$ cat config.mk
export PLATFORM = sky130hd
export DESIGN_NAME = core_acc_quant
export DESIGN_NICKNAME = d
export VERILOG_FILES = /design/src/rtl/core_acc_quant.sv
export SDC_FILE = /design/constraint.sdc
export NUM_CORES = 2
export LEC_CHECK = 0
export BUFFER_PORTS_ARGS = -buffer_cell sky130_fd_sc_hd__buf_2
export CAP_MARGIN = 20
export CELL_PAD_IN_SITES_DETAIL_PLACEMENT = 0
export CELL_PAD_IN_SITES_GLOBAL_PLACEMENT = 1
export CORE_MARGIN = 1.5
export CORE_UTILIZATION = 55
export DETAILED_ROUTE_END_ITERATION = 16
export PLACE_DENSITY = 0.87
export RECOVER_POWER = 50
export SETUP_SLACK_MARGIN = 0.15
export SLEW_MARGIN = 10
export SYNTH_ARGS = -nofsm -noshare
export SYNTH_HDL_FRONTEND = slang
export SYNTH_SLANG_ARGS = --single-unit
$ cat constraint.sdc
create_clock -name clk -period 14.39 [get_ports clk]
set_clock_uncertainty 0.15 [all_clocks]
set_input_delay 0.7195 -clock clk [delete_from_list [all_inputs] [get_ports clk]]
set_output_delay 0.7195 -clock clk [all_outputs]
set_load 0.02 [all_outputs]
$ cat src/rtl/core_acc_quant.sv
// -----------------------------------------------------------------------------
// core_acc_quant
// Post-MAC accumulate-and-requantize stage. Sums cfg_acc_num consecutive
// signed MAC partial sums, applies (acc * scale + bias), then shifts
// arithmetically, rounds half-up and saturates to a signed IDATA_WIDTH result.
//
// Pipeline: S0 accumulate -> S1 scale/bias -> S2 shift/round/saturate -> out.
// A group's final beat sampled on edge N produces quant_odata_valid in the
// cycle after edge N+2.
//
// Ports:
//   clk, rst           clock, asynchronous active-high reset
//   cfg_vld            load cfg_* fields; aborts any open partial group and
//                      drops a coincident MAC beat
//   cfg_acc_num        beats per group (0 behaves as 1)
//   cfg_quant_scale    signed multiplier
//   cfg_quant_bias     signed additive bias
//   cfg_quant_shift    right-shift amount, 0..31
//   mac_odata          signed MAC partial sum
//   mac_odata_valid    mac_odata qualifier
//   quant_odata        requantized result, held while valid is low
//   quant_odata_valid  one-cycle pulse per completed group
//   busy               partial group open or any pipeline stage occupied
// -----------------------------------------------------------------------------
module core_acc_quant #(
  parameter int IDATA_WIDTH          = 8,
  parameter int ODATA_BIT            = 25,
  parameter int ACC_WIDTH            = 32,
  parameter int CDATA_ACCU_NUM_WIDTH = 10,
  parameter int CDATA_SCALE_WIDTH    = 10,
  parameter int CDATA_BIAS_WIDTH     = 16,
  parameter int CDATA_SHIFT_WIDTH    = 5
) (
  input  logic                            clk,
  input  logic                            rst,
  input  logic                            cfg_vld,
  input  logic [CDATA_ACCU_NUM_WIDTH-1:0] cfg_acc_num,
  input  logic [CDATA_SCALE_WIDTH-1:0]    cfg_quant_scale,
  input  logic [CDATA_BIAS_WIDTH-1:0]     cfg_quant_bias,
  input  logic [CDATA_SHIFT_WIDTH-1:0]    cfg_quant_shift,
  input  logic [ODATA_BIT-1:0]            mac_odata,
  input  logic                            mac_odata_valid,
  output logic [IDATA_WIDTH-1:0]          quant_odata,
  output logic                            quant_odata_valid,
  output logic                            busy
);

  // Full-precision width of acc * scale + bias.
  localparam int PW = ACC_WIDTH + CDATA_SCALE_WIDTH + 1;
  localparam logic signed [PW-1:0] QMAX = (PW'(1) <<< (IDATA_WIDTH - 1)) - PW'(1);
  localparam logic signed [PW-1:0] QMIN = -QMAX - PW'(1);

  // Cfg registers
  logic [CDATA_ACCU_NUM_WIDTH-1:0] acc_num_reg;
  logic [CDATA_SCALE_WIDTH-1:0]    scale_reg;
  logic [CDATA_BIAS_WIDTH-1:0]     bias_reg;
  logic [CDATA_SHIFT_WIDTH-1:0]    shift_reg;

  // S0 state
  logic [ACC_WIDTH-1:0]            acc_reg;
  logic [CDATA_ACCU_NUM_WIDTH-1:0] acc_cnt_reg;

  // S1 state (sum plus cfg snapshot)
  logic                            s1_vld_reg;
  logic [ACC_WIDTH-1:0]            s1_acc_reg;
  logic [CDATA_SCALE_WIDTH-1:0]    s1_scale_reg;
  logic [CDATA_BIAS_WIDTH-1:0]     s1_bias_reg;
  logic [CDATA_SHIFT_WIDTH-1:0]    s1_shift_reg;

  // S2 state
  logic                            s2_vld_reg;
  logic signed [PW-1:0]            s2_val_reg;
  logic [CDATA_SHIFT_WIDTH-1:0]    s2_shift_reg;

  // Output registers
  logic [IDATA_WIDTH-1:0]          quant_odata_reg;
  logic                            quant_valid_reg;

  // ---------------------------------------------------------------------------
  // S0 combinational helpers
  // ---------------------------------------------------------------------------
  logic [CDATA_ACCU_NUM_WIDTH-1:0] last_idx;
  logic [ACC_WIDTH-1:0]            acc_sum;
  logic                            last_beat;

  // acc_num of 0 is treated as 1, so its last index is 0 as well.
  assign last_idx  = (acc_num_reg == '0) ? '0
                   : acc_num_reg - CDATA_ACCU_NUM_WIDTH'(1);
  assign acc_sum   = acc_reg + {{(ACC_WIDTH-ODATA_BIT){mac_odata[ODATA_BIT-1]}}, mac_odata};
  assign last_beat = (acc_cnt_reg == last_idx);

  // ---------------------------------------------------------------------------
  // S1 combinational: sign-extend operands to full precision. The true product
  // fits in PW bits, so the PW-wide multiply is exact.
  // ---------------------------------------------------------------------------
  logic signed [PW-1:0] s1_acc_ext;
  logic signed [PW-1:0] s1_scale_ext;
  logic signed [PW-1:0] s1_bias_ext;
  logic signed [PW-1:0] s1_result;

  assign s1_acc_ext   = {{(PW-ACC_WIDTH){s1_acc_reg[ACC_WIDTH-1]}}, s1_acc_reg};
  assign s1_scale_ext = {{(PW-CDATA_SCALE_WIDTH){s1_scale_reg[CDATA_SCALE_WIDTH-1]}}, s1_scale_reg};
  assign s1_bias_ext  = {{(PW-CDATA_BIAS_WIDTH){s1_bias_reg[CDATA_BIAS_WIDTH-1]}}, s1_bias_reg};
  assign s1_result    = s1_acc_ext * s1_scale_ext + s1_bias_ext;

  // ---------------------------------------------------------------------------
  // S2 combinational: shift, round half-up, saturate
  // ---------------------------------------------------------------------------
  logic [CDATA_SHIFT_WIDTH-1:0] shift_m1;
  logic [PW-1:0]                rnd_mask;
  logic                         rnd;
  logic signed [PW-1:0]         rnd_ext;
  logic signed [PW-1:0]         shifted;
  logic signed [PW-1:0]         rounded;
  logic [IDATA_WIDTH-1:0]       sat_val;

  always_comb begin
    shift_m1 = s2_shift_reg - CDATA_SHIFT_WIDTH'(1);
    rnd_mask = {{(PW-1){1'b0}}, 1'b1} << shift_m1;
    // Round bit is the most significant discarded bit; none when shift is 0.
    rnd      = (s2_shift_reg != '0) && (|(s2_val_reg & rnd_mask));
    rnd_ext  = {{(PW-1){1'b0}}, rnd};
    shifted  = s2_val_reg >>> s2_shift_reg;
    rounded  = shifted + rnd_ext;
    if (rounded > QMAX) begin
      sat_val = QMAX[IDATA_WIDTH-1:0];
    end else if (rounded < QMIN) begin
      sat_val = QMIN[IDATA_WIDTH-1:0];
    end else begin
      sat_val = rounded[IDATA_WIDTH-1:0];
    end
  end

  // ---------------------------------------------------------------------------
  // Cfg load and S0 accumulate
  // ---------------------------------------------------------------------------
  always_ff @(posedge clk or posedge rst) begin
    if (rst) begin
      acc_num_reg  <= CDATA_ACCU_NUM_WIDTH'(1);
      scale_reg    <= CDATA_SCALE_WIDTH'(1);
      bias_reg     <= '0;
      shift_reg    <= '0;
      acc_reg      <= '0;
      acc_cnt_reg  <= '0;
      s1_vld_reg   <= 1'b0;
      s1_acc_reg   <= '0;
      s1_scale_reg <= '0;
      s1_bias_reg  <= '0;
      s1_shift_reg <= '0;
    end else begin
      s1_vld_reg <= 1'b0;
      if (cfg_vld) begin
        // New cfg aborts the open group; a coincident beat is dropped.
        acc_num_reg <= cfg_acc_num;
        scale_reg   <= cfg_quant_scale;
        bias_reg    <= cfg_quant_bias;
        shift_reg   <= cfg_quant_shift;
        acc_reg     <= '0;
        acc_cnt_reg <= '0;
      end else if (mac_odata_valid) begin
        if (last_beat) begin
          s1_vld_reg   <= 1'b1;
          s1_acc_reg   <= acc_sum;
          s1_scale_reg <= scale_reg;
          s1_bias_reg  <= bias_reg;
          s1_shift_reg <= shift_reg;
          acc_reg      <= '0;
          acc_cnt_reg  <= '0;
        end else begin
          acc_reg     <= acc_sum;
          acc_cnt_reg <= acc_cnt_reg + CDATA_ACCU_NUM_WIDTH'(1);
        end
      end
    end
  end

  // ---------------------------------------------------------------------------
  // S1 -> S2 and S2 -> output
  // ---------------------------------------------------------------------------
  always_ff @(posedge clk or posedge rst) begin
    if (rst) begin
      s2_vld_reg      <= 1'b0;
      s2_val_reg      <= '0;
      s2_shift_reg    <= '0;
      quant_valid_reg <= 1'b0;
      quant_odata_reg <= '0;
    end else begin
      s2_vld_reg      <= s1_vld_reg;
      quant_valid_reg <= s2_vld_reg;
      if (s1_vld_reg) begin
        s2_val_reg   <= s1_result;
        s2_shift_reg <= s1_shift_reg;
      end
      if (s2_vld_reg) begin
        quant_odata_reg <= sat_val;
      end
    end
  end

  assign quant_odata       = quant_odata_reg;
  assign quant_odata_valid = quant_valid_reg;
  assign busy = (acc_cnt_reg != '0) | s1_vld_reg | s2_vld_reg | quant_valid_reg;

endmodule

# Word-level counts from Yosys, hierarchy flattened
# Index checks and enable logic that the tools add are counted.
totals:
  out_inout_bits: 10
  ff_bits: 205
  elab_cells: 52
classes:
  add_sub_neg: 6
  n_eq_ne: 1
  multipliers: 1
  n_bitwise: 5
  mux: 12
  reduce_logical: 7
  n_lt_le_gt_ge: 2
  shifts: 2
ops:
  columns: ["operator", "n"]
  rows:
  - ["2-to-1 mux 32 bit", 3]
  - ["adder 42 x 16 -> 43 bit", 1]
  - ["adder 43 x 2 -> 43 bit", 1]
  - ["AND 43 bit", 1]
  - ["greater-than comparator 43 x 8 -> 1 bit, second input constant", 1]
  - ["< comparator 43 x 8 -> 1 bit, second input constant", 1]
  - ["OR reduction 43 bit", 1]
  - ["<< shifter 1 x 5 -> 43 bit, first input constant", 1]
  - [">>> shifter 43 x 5 -> 43 bit", 1]
  - ["multiplier 32 x 10 -> 42 bit", 1]
  - ["2-to-1 mux 10 bit", 4]
  - ["adder 32 bit", 1]
  - ["2-to-1 mux 8 bit", 2]
  - ["adder 10 x 1 -> 10 bit, second input constant", 1]
  - ["equality test 10 bit", 1]
  - ["logical NOT 10 bit", 1]
  - ["nonzero test 10 bit", 1]
  - ["subtractor 10 x 1 -> 10 bit, second input constant", 1]
  - ["nonzero test 5 bit", 1]
  - ["subtractor 5 x 1 -> 5 bit, second input constant", 1]
  - ["2-to-1 mux 1 bit", 3]
  - ["bitwise OR 1 bit", 3]
  - ["AND reduction 3 bit", 1]
  - ["nonzero test 2 bit", 1]
  - ["other kinds (2)", 2]

# Depth between registers and ports, before layout
logic_depth:
  ltp_word: 9
  ltp_mapped: 25
  mapped_depth_nobuf: 24

# Worst setup path before layout
# Ideal clock, no wire load.
synth_timing:
  kind: "register to register"
  startpoint: "reg s1_scale_reg[9]"
  endpoint: "reg s2_val_reg[39]"
  required_ps: 14115
  path_buffers: 1
  period_less_slack_ps: 6627
  stages_incl_launch_ff: 24
  arrival_ps: 6352
  setup_slack_ps: 7763
  cell_sequence: "dfrtp_1 inv_1 clkbuf_1 nor2_1 fa_1 inv_1 fa_1 fa_1 fa_1 fa_1 inv_1 ha_1 and3_1 nand3_1 a2111oi_0 o21ai_0 a21o_1 a31oi_1 a41oi_1 a21oi_1 a21oi_1 o21bai_1 xor2_1 mux2_2"
synth_between:
  elab_chain_cells: 2
synth_lines:
  columns: ["item", "line_no", "source"]
  rows:
  - ["start: declaration", "66", "logic [CDATA_SCALE_WIDTH-1:0] s1_scale_reg;"]
  - ["start signal: assignment", "164", "s1_scale_reg <= scale_reg;"]
  - ["multiplier 32 x 10 -> 42 bit", "104", "assign s1_result = s1_acc_ext * s1_scale_ext + s1_bias_ext;"]
  - ["adder 42 x 16 -> 43 bit", "104", null]
  - ["end signal: assignment", "191", "s2_val_reg <= s1_result;"]
  - ["end: declaration", "72", "logic signed [PW-1:0] s2_val_reg;"]
# No other way between the ends.
# A chain may end at the register's enable or synchronous reset.

# Worst setup path in the final report
# Ends and elaborated chain as after synthesis.

==> run_results.csv <==
group,metric,value,unit
floorplanning,row_count,80,
floorplanning,die_y,222.5,µm
outcome,outcome,"complete, but fails checks",
cells_and_area,n_fill_cell,4181,
sta,fmax,125.0,MHz
route,drt-vias-per-instance,5.974,
cells_and_area,nets,3313,
logic_synthesis,syn_avg_cell_area,9.349,µm²
route,drc_errors,0,
setup_path,endpoint_kind,"flip-flop",
logic_synthesis,syn_inst,2835,
cells_and_area,antennaDiodeCount,0,
route,wl_per_cell,19.63,µm
placed_design,globalplace.congestion,0.9393,
setup_path,crit_fanout,20,
job,maxCapViolCount,5,
setup_path,cp-start-kind,"flip-flop",
sta,hold_viol,0,
grt,grt_overflow,0,
clock_tree,cts_tree,"built",
grt,grt_util_all_layers,0.2801,
grt,grt_pass1_vias,21150,
setup_path,critPathRequiredTime,14.64,ns
clock_tree,numCtsBuffers,24,
cells_and_area,multi_input_area,19400,µm²
floorplanning,io-pin-count,80,
logic_synthesis,yosys.cell_types.count,88,
cells_and_area,mostFrequentLayoutCells,"nand2_1 (398), inv_1 (341), fa_1 (311), dfrtp_1 (198), and2_1 (169)",
logic_synthesis,ys.flop_type,"dfrtp_1",
route,dr.pass1.iters,6,
sta,finalSetupViolCount,0,
clock_tree,hold_buffers,0,
power_and_ir_drop,p_leak,12.89,nW
min_path,min_path_type,"primary input to flip-flop",
cells_and_area,stdcell_area,27980,µm²
floorplanning,initial_core_util,0.5563,
floorplanning,fp.dieW,222.5,µm
placed_design,dpl.hpwl,52710,µm
floorplanning,die_area,49520,µm²
clock_tree,ctsResizeCount,0,
cells_and_area,register_area,5141,µm²
grt,grt_antenna_before_repair,0,
sta,min_period,8.000,ns
logic_synthesis,yosysWarnings,0,
logic_synthesis,synthArstFlopShare,1.000,
sta,finalCritPeriodShare,0.5559,
sta,slew_viol_final,312,
cells_and_area,largest_reg_flops,43,
route,drtIter0Drc,1606,
route,drtAntennaViolNets,0,
grt,grt_max_degree,79,
clock_tree,cts_root_buf,"clkbuf_16",
setup_path,worstSetupPathType,"flip-flop to flip-flop",
setup_path,crit_arrival,8.25,ns
logic_synthesis,netlist_area,26500,µm²
logic_synthesis,synth_edf_count,0,
logic_synthesis,yosysSeqAreaShare,0.1936,
route,wl,67520,µm
clock_tree,htreeDepth,1,
outcome,violations,"max-capacitance violations, max-slew violations",
route,via_count,20540,
power_and_ir_drop,peakVddDrop,0.00007114,V
clock_tree,cts_setup_buffers,0,
placed_design,port_buffers,79,
clock_tree,insertion_delay,0.56,ns
placed_design,placed_area,27190,µm²
logic_synthesis,yosys.area.top_type,"fa_1",
cells_and_area,drive_above_1_share,0.1222,
power_and_ir_drop,powerDensity,54.20,nW/µm²
clock_tree,clk_pin_slew,0.06,ns
cells_and_area,final_common_cell,"nand2_1",
logic_synthesis,synth.top_cells.by_area,"fa_1 (23%), dfrtp_1 (19%), ha_1 (5.9%)",
clock_tree,clk_path_buf_depth,3,
sta,whs,0.2358,ns
clock_tree,cts_sinks,205,
logic_synthesis,synth_top_area_frac,0.2349,
logic_synthesis,syn-num-nets,3342,
cells_and_area,area_delta_synth_final,5.556,%
sta,relSlewSlack,-1.455,
sta,rsz0062_at_grt,"no",
grt,grt_pass1_wl,112700,µm
sta,worstMarginPinSlew,3.682,ns
floorplanning,core-area,47650,µm²
logic_synthesis,synth_seq_cells,205,
sta,setup_tns,0,ns
## cells in the mapped netlist (all sizes together), types with 11 or more instances
cell type	n
xnor2	70
mux2	120
buf	45
xor2	36
nand3	33
o211ai	19
inv	342
dfrtp	203
a22o	42
a21oi	85
and3	20
nand2	398
o22ai	20
nor2b	24
nand2b	39
mux2i	37
nor3	33
mux4	56
clkbuf	116
nor4	11
nand4	18
ha	126
a22oi	12
o21ai	90
nor2	113
o21bai	12
o21a	12
a21o	39
and2	169
a211oi	14
fa	311
a31oi	19
## metrics by stage
step | setup slack, ns | utilization | power (W) | cells
after floorplan | 7.763 | - | 0.0008648 | 2835
after global placement | 6.703 | 0.5707 | 0.0009293 | 3393
after detailed placement | 6.335 | 0.5707 | 0.0009408 | 3393
after CTS | 6.348 | 0.5866 | 0.001532 | 3437
after global routing | 5.816 | 0.5872 | 0.001599 | 3439
final | 6.390 | 0.5872 | 0.001516 | 3439
## layout make-up
type	instances	share of cell area
clock buffer	34	0.02424
clock inverter	10	0.002728
inverter	343	0.04606
multi-input combinational	2126	0.6936
sequential	205	0.1838
tap	615	0.02750
timing repair buffer	106	0.02214
## where the power goes
| group | switching, W | internal [W] |
|---|---|---|
| clock | 0.000253 | 0.000331 |
| combinational | 0.000158 | 0.000123 |
| sequential | 0.0000410 | 0.000611 |
## critical path, stage by stage (launching register included)
cell and delay (ns):
dfrtp_1 0.90, inv_1 0.52, nor2_1 0.31, fa_1 0.44
inv_1 0.09, fa_1 0.42, fa_1 0.52, fa_1 0.53
fa_1 0.55, inv_1 0.05, ha_1 0.39, and3_1 0.22
nand3_1 0.11, a2111oi_0 0.74, o21ai_0 0.31, a21o_1 0.24
a31oi_1 0.26, a41oi_1 0.22, a21oi_1 0.25, a21oi_1 0.13
o21bai_1 0.18, xor2_1 0.08, mux2_2 0.26
## cells by family (layout without fill, tap and decap cells)
logic type | after synthesis | count (layout) | share of synthesized area
buffers and inverters | 504 | 493 | 0.07553
muxes | 213 | 213 | 0.1135
DFF | 205 | 205 | 0.1936
adders and majority gates | 437 | 437 | 0.2944
AOI/OAI and AO/OA | 459 | 459 | 0.1199
xor gates and xnor gates | 106 | 106 | 0.03503
and+or+nand+nor | 911 | 911 | 0.1680
## path summary, 6_finish.rpt
check                                            start  slack, ns  cells past startpoint                          to
max                        s1_scale_reg[9]$_DFFE_PP0P_       6.39                     22  s2_val_reg[39]$_DFFE_PP0P_
min in group asynchronous                          rst       1.02                      2    shift_reg[2]$_DFFE_PP0P_
min reg2reg                    bias_reg[3]$_DFFE_PP0P_       0.32                      2  s1_bias_reg[3]$_DFFE_PP0P_
min                                 cfg_quant_bias[13]       0.24                      2    bias_reg[13]$_DFFE_PP0P_
max reg2reg                s1_scale_reg[9]$_DFFE_PP0P_       6.39                     22  s2_val_reg[39]$_DFFE_PP0P_
max in group asynchronous                          rst       8.58                      3    scale_reg[1]$_DFFE_PP0P_
## layer usage
metal	vias to the layer above	global-route usage	wire length, µm
li1	9462	-	-
met1	10330	0.4007	30350
met2	650	0.4566	31770
met3	99	0.02817	3713
met4	0	0.07637	1691
met5	-	0	0
No activity file was read; power rests on OpenSTA's default activity.
